[src/rtl/stim_seq_if.sv]
// Control/drive bundle for stim_seq: start/stop requests in, pattern drives and status out.
interface stim_seq_if;
  logic       start;
  logic       stop;
  logic       in1;
  logic       in2;
  logic       in3;
  logic       busy;
  logic       done;
  logic [1:0] step;

  modport master (
    output start, stop,
    input  in1, in2, in3, busy, done, step
  );

  modport slave (
    input  start, stop,
    output in1, in2, in3, busy, done, step
  );
endinterface

[src/rtl/stim_seq.sv]
// Four-step stimulus sequencer: drives thermometer patterns 000,001,011,111 on {in3,in2,in1},
// each held for HOLD cycles, with abort, completion pulse and fully registered outputs.
module stim_seq #(
  parameter int unsigned HOLD = 20
) (
  input logic     clk,
  input logic     rst,
  stim_seq_if.slave bus
);

  localparam int unsigned CntW = ($clog2(HOLD + 1) < 1) ? 1 : $clog2(HOLD + 1);
  localparam logic [CntW-1:0] HoldLast = CntW'(HOLD - 1);

  typedef enum logic [0:0] {StIdle, StRun} state_e;

  state_e          state_q;
  logic [CntW-1:0] cnt_q;
  logic [1:0]      next_step;

  assign next_step = bus.step + 2'd1;

  // Thermometer pattern: one more line asserted per step.
  function automatic logic [2:0] pat_of(input logic [1:0] s);
    case (s)
      2'd0:    pat_of = 3'b000;
      2'd1:    pat_of = 3'b001;
      2'd2:    pat_of = 3'b011;
      default: pat_of = 3'b111;
    endcase
  endfunction

  always_ff @(posedge clk) begin
    if (rst) begin
      state_q                     <= StIdle;
      cnt_q                       <= '0;
      bus.step                    <= 2'd0;
      {bus.in3, bus.in2, bus.in1} <= 3'b000;
      bus.busy                    <= 1'b0;
      bus.done                    <= 1'b0;
    end else begin
      bus.done <= 1'b0;
      case (state_q)
        StIdle: begin
          if (bus.start && !bus.stop) begin
            state_q                     <= StRun;
            cnt_q                       <= '0;
            bus.step                    <= 2'd0;
            {bus.in3, bus.in2, bus.in1} <= 3'b000;
            bus.busy                    <= 1'b1;
          end
        end
        StRun: begin
          // Abort wins over completion, so a stop on the last edge suppresses done.
          if (bus.stop) begin
            state_q                     <= StIdle;
            cnt_q                       <= '0;
            bus.step                    <= 2'd0;
            {bus.in3, bus.in2, bus.in1} <= 3'b000;
            bus.busy                    <= 1'b0;
          end else if (cnt_q == HoldLast) begin
            cnt_q <= '0;
            if (bus.step != 2'd3) begin
              bus.step                    <= next_step;
              {bus.in3, bus.in2, bus.in1} <= pat_of(next_step);
            end else begin
              state_q                     <= StIdle;
              bus.step                    <= 2'd0;
              {bus.in3, bus.in2, bus.in1} <= 3'b000;
              bus.busy                    <= 1'b0;
              bus.done                    <= 1'b1;
            end
          end else begin
            cnt_q <= cnt_q + CntW'(1);
          end
        end
        default: state_q <= StIdle;
      endcase
    end
  end

endmodule

[src/flat_wrapper.sv]
// flat-port wrapper written by rule: the top's interface ports become plain ports
module stim_seq_flat 
#(
  parameter int unsigned HOLD = 20
)
  (clk, rst, bus_start, bus_stop, bus_in1, bus_in2, bus_in3, bus_busy, bus_done, bus_step);
  stim_seq_if bus_i ();
  input logic clk;
  input logic rst;
  input wire logic [$bits(bus_i.start)-1:0] bus_start;
  input wire logic [$bits(bus_i.stop)-1:0] bus_stop;
  output wire logic [$bits(bus_i.in1)-1:0] bus_in1;
  output wire logic [$bits(bus_i.in2)-1:0] bus_in2;
  output wire logic [$bits(bus_i.in3)-1:0] bus_in3;
  output wire logic [$bits(bus_i.busy)-1:0] bus_busy;
  output wire logic [$bits(bus_i.done)-1:0] bus_done;
  output wire logic [$bits(bus_i.step)-1:0] bus_step;
  assign bus_i.start = bus_start;
  assign bus_i.stop = bus_stop;
  assign bus_in1 = bus_i.in1;
  assign bus_in2 = bus_i.in2;
  assign bus_in3 = bus_i.in3;
  assign bus_busy = bus_i.busy;
  assign bus_done = bus_i.done;
  assign bus_step = bus_i.step;
  stim_seq #(.HOLD(HOLD)) u_core (.clk(clk), .rst(rst), .bus(bus_i));
endmodule
[config.mk]
export PLATFORM = sky130hd
export DESIGN_NAME = stim_seq_flat
export DESIGN_NICKNAME = d
export VERILOG_FILES = /design/src/rtl/stim_seq_if.sv /design/src/rtl/stim_seq.sv /design/src/flat_wrapper.sv
export SDC_FILE = /design/constraint.sdc
export NUM_CORES = 1
export LEC_CHECK = 0
export BUFFER_PORTS_ARGS = -buffer_cell sky130_fd_sc_hd__buf_2
export CORE_MARGIN = 4
export CORE_UTILIZATION = 46
export DETAILED_ROUTE_END_ITERATION = 6
export HOLD_SLACK_MARGIN = 0.08
export PLACE_DENSITY = 0.79
export SYNTH_ARGS = -nofsm -noshare
export SYNTH_HDL_FRONTEND = slang
export SYNTH_SLANG_ARGS = --single-unit
[constraint.sdc]
create_clock -name clk -period 1.45 [get_ports clk]
set_input_delay 0.2175 -clock clk [delete_from_list [all_inputs] [get_ports clk]]
set_output_delay 0.2175 -clock clk [all_outputs]
set_load 0.02 [all_outputs]
# Word-level counts from Yosys, hierarchy flattened
# Cells that the tools add are included.
[op_classes] reduce_logical=6 bitwise_logic=2 addsub=2 muxes=34 n_eq_ne=7
[op_table] op="$mux 1" count=19
[op_table] op="$mux 5" count=3
[op_table] op="$pmux 1 s2" count=5
[op_table] op="$pmux 5 s2" count=1
[op_table] op="$pmux 3 s3" count=1
[op_table] op="$mux 2" count=4
[op_table] op="$ne 3x3->1 const B" count=2
[op_table] op="$add 5x1->5 const B" count=1
[op_table] op="$eq 5x5->1 const B" count=1
[op_table] op="$pmux 2 s2" count=1
[op_table] op="$reduce_or 4->1" count=1
[op_table] op="$reduce_and 3->1" count=1
[op_table] op="$add 2x1->2 const B" count=1
[op_table] op="$eq 2x1->1 const B" count=1
[op_table] op="$eq 2x2->1 const B" count=1
[op_table] op="$logic_not 2->1" count=1
[op_table] op="$ne 2x1->1 const B" count=1
[op_table] op="$ne 2x2->1 const B" count=1
[op_table] op="$not 1->1" count=2
[op_table] op="$reduce_and 2->1" count=1
[op_table] op="$logic_and 1x1->1" count=1
[op_table] op="$logic_not 1->1" count=1
[totals] wordCells=59 reg_bits=13 out_inout_bits=7

# Logic depth before layout (Yosys ltp)
[logic_depth] ltp_word=7 mapped_depth=5 mapped_depth_nobuf=4

# Least setup slack after synthesis
# OpenSTA, ideal clock, no wires.
[synth_timing] path_type="register to register" start="register u_core.bus.step[0]" end="register u_core.bus.step[1]" setup_ps=74 slack_ps=36 arrival_time_ps=1339 n_path_buf=0 stages_incl_launch_ff=5 cell_sequence="dfxtp_1 inv_1 ha_1 or3_1 a31oi_1"
[synth_via] elab_chain_cells=5 elab_cells_between_ends=6 cone_classes="add/sub: 1; eq/ne: 1; mux: 4"
[synth_rtl] element="from (decl)" line_no="stim_seq_if.sv:19" source="output in1, in2, in3, busy, done, step"
[synth_rtl] element="from (signal assigned)" line_no="stim_seq.sv:63" source="bus.step <= next_step;"
[synth_rtl] element="$add 2x1->2 or $ne 2x2->1 (tied branches)" line_no="stim_seq.sv:20, stim_seq.sv:62"
[synth_rtl] element="$mux 2 (*)" line_no="stim_seq.sv:62" source="if (bus.step != 2'd3) begin"
[synth_rtl] element="$mux 2 (*)" line_no="stim_seq.sv:60" source="end else if (cnt_q == HoldLast) begin"
[synth_rtl] element="$mux 2 (*)" line_no="stim_seq.sv:54" source="if (bus.stop) begin"
[synth_rtl] element="$pmux 2 s2 (*)" line_no="stim_seq.sv:42" source="case (state_q)"
# Mark *: on every way between the ends. The rest lies on a longest branch, timed or not. The select of a mux whose other input is x is not followed.
# A chain may end at the register's enable or synchronous reset.

# Worst setup path in the final report
[layout_timing] start="register u_core.cnt_q[1]" end="register u_core.cnt_q[2]"
[layout_via] elab_chain_cells=4 elab_cells_between_ends=5 cone_classes="add/sub: 1; eq/ne: 1; mux: 3"
[layout_rtl] element="from (decl)" line_no="stim_seq.sv:17" source="logic [CntW-1:0] cnt_q;"
[layout_rtl] element="from (signal assigned)" line_no="stim_seq.sv:73" source="cnt_q <= cnt_q + CntW'(1);"
[layout_rtl] element="$add 5x1->5 or $eq 5x5->1 (tied branches)" line_no="stim_seq.sv:73, stim_seq.sv:60"
[layout_rtl] element="$mux 5 (*)" line_no="stim_seq.sv:60"
[layout_rtl] element="$mux 5 (*)" line_no="stim_seq.sv:54"
[layout_rtl] element="$pmux 5 s2 (*)" line_no="stim_seq.sv:42"
# Mark *: on every way between the ends. The rest lies on a longest branch, timed or not.

==> results.cfg <==
[global_routing]
track_usage_pct = 16.5
first_global_vias = 524
antenna_found_initial = 0
grt_pass1_wl_mm = 2.38
grt_max_degree = 14
grt.overflow.total = 0

[sta]
setup-violations-final = 0
relSlewSlack_pct = 72.9
hold_viol = 0
worstMarginPinSlew_ns = 0.407
drv_slew = 0
finalClockSkew_ns = 0.00413
finalCritPeriodShare_pct = 94.1
fin_setup_tns_ns = 0
period_needed_ns = 1.36
fmax_ghz = 0.733
rsz0062_at_grt = no

[setup_path]
end_kind = register
crit_required_ns = 1.66
reg2reg_to = u_core.cnt_q[2]
path_class = reg -> reg
cpPeakStageDelay_ns = 0.39
path_cells = ha_4, or3b_1, or4_1, o21ai_1
reg2regPathDepth = 4
arrival_ns = 1.58
critical_path.startpoint_type = register
cpMaxStageDelayCell = or4_1
reg2reg_setup_slack_ns = 0.09
reg2reg_from = u_core.cnt_q[1]
path_max_fanout = 5

[clock_network]
clockRootBuffer = clkbuf_4
clk_pin_slew_worst_paths_ns = 0.08
cts_buffers = 3
post-cts-setup-buffer-count = 0
cts_sinks = 12
clk_latency_ns = 0.28
cts_tree = yes
h-tree-depth = 1
holdBufCountCts = 0
cts_buffer_depth = 2

[detailed_routing]
drtIter0Drc = 9
drt-vias-per-instance = 5.93
ant_nets = 0
vias = 599
drc_errors = 0
routedWlPerCell_um = 13.4
drt_wl_total_mm = 1.35
dr.pass1.iters = 4

[floorplan]
start_util_pct = 48.4
rows = 13
pin_count = 11
fp.dieArea_sq_mm = 0.00202
coreArea_sq_mm = 0.00130
die_w_um = 45.0
die_h_um = 45.0

[placed_design]
gp_congestion = 0.756
hpwl_um = 980
dp.cells = 97
io_buffers = 10

[power]
peakVddDrop_mv = 0.612
p_per_area_mw_per_mm2 = 867
power_leakage_nw = 0.283
total_power_w = 0.000661

[synth]
syn_area_sq_um = 629
ys_top_cells_by_area = dfxtp_1 (38%), nand3_1 (13%), a31oi_1 (6.0%)
synth_warnings = 0
yosysSeqAreaShare_pct = 38.2
ys_ff_latch = 12
syn_nets = 78
yosysTopAreaCell = dfxtp_1
synth_top_area_share_pct = 38.2
avgSynthCellArea_sq_um = 8.86
netlist_instances = 71
synth_cell_types = 30

[worst_hold_path]
hold_end = u_core.state_q
hold_path_depth = 2
hp-class = in -> reg
holdCritStartpoint = bus_stop

[layout]
diodes = 0
final_common_cell = nand3_1
nets = 94
final_util_pct = 58.7
drive_above_1_share_pct = 33.7
finalNonFillerCells = 101
areaGrowthSynthToFinish_pct = 21.3
final_cell_mix = nand3_1 (16), buf_2 (10), dfxtp_1 (9)

[outcome]
status = completed

[run]
drv_cap = 0
critical path: cells and delay by family, from the launching register on:
family	cells	cell delay, ns
flops	1	0.36
simple gates	2	0.72
compound gates	1	0.08
fa+ha+maj	1	0.15
cells by family after synthesis:
logic type	Yosys count	share of synthesized area (%)
flops	12	38.2
fa+ha+maj	3	5.96
buf+inv	9	7.55
compound gates	13	15.5
simple gates	34	32.8
report_power, final:
| group | leakage (nW) | internal (W) | switching (W) | total, W |
|---|---|---|---|---|
| Sequential | 0.0986 | 0.000335 | 0.00000490 | 0.000340 |
| Combinational | 0.164 | 0.0000211 | 0.0000329 | 0.0000540 |
| Clock | 0.0210 | 0.000153 | 0.000115 | 0.000268 |
per-layer routing:
metal	share of wire, %	track usage, %
met1	44	21.0
met2	49	24.3
met3	5.5	8.37
met4	0.59	4.68
met5	0	0
layout make-up:
cell class / count / area [sq um]
clock buffers: 4 / 36.3
inverters: 4 / 15.0
fillers: 125 / 538
flip-flops and latches: 12 / 244
repair buffers: 16 / 95.1
well taps: 15 / 18.8
multi-input cells: 50 / 354
how the worst max path moves through the flow:
stage                                  start            endpoint  slack, ns  cells after the start
after global routing         u_core.cnt_q[1]     u_core.cnt_q[2]      0.003                      4
after CTS                    u_core.cnt_q[1]     u_core.cnt_q[2]       0.03                      4
after floorplan           u_core.bus.step[0]  u_core.bus.step[1]       0.04                      4
after global placement       u_core.cnt_q[1]     u_core.cnt_q[2]       0.05                      4
final                        u_core.cnt_q[1]     u_core.cnt_q[2]       0.09                      4
after detailed placement     u_core.cnt_q[1]     u_core.cnt_q[2]     -0.009                      4
cells in the mapped netlist:
master,n
o21ai_1,1
a31oi_1,6
or3_2,1
nand2b_2,1
nor2b_1,1
or2b_2,1
nand2b_1,1
a2111oi_2,1
nand3_1,16
or3b_1,1
inv_2,1
nor4_1,1
buf_6,1
and4bb_1,1
a32oi_1,1
buf_2,2
nor2_1,3
ha_1,3
or3_1,3
a211o_1,1
or4_1,1
buf_4,1
inv_1,3
nand4bb_1,1
a21oi_1,1
o41ai_1,1
a2bb2oi_1,1
clkbuf_1,1
nand4_1,2
dfxtp_1,12
through the flow:
step	hold WS, ns	cell area [sq um]	worst slack [ns]
2_1_floorplan	0.286	629	0.0363
3_3_place_gp	0.446	711	0.0548
3_5_place_dp	0.452	711	-0.00856
4_1_cts	0.146	751	0.0264
5_1_grt	0.155	763	0.00253
6_report	0.156	763	0.0855
flip-flops by register name, summed over array words and instances (netlist names):
register	cells
u_core.bus.in1	1
u_core.state_q	1
u_core.bus.busy	1
u_core.cnt_q	5
u_core.bus.in3	1
u_core.bus.done	1
u_core.bus.step	2
timing repair:
action                                  in CTS  in global routing
endpoints found under the setup margin       1                  2
pin swaps                                    1                  1
gates resized for setup                      2                  3
Note: power is estimated with default switching activity, not from simulation.
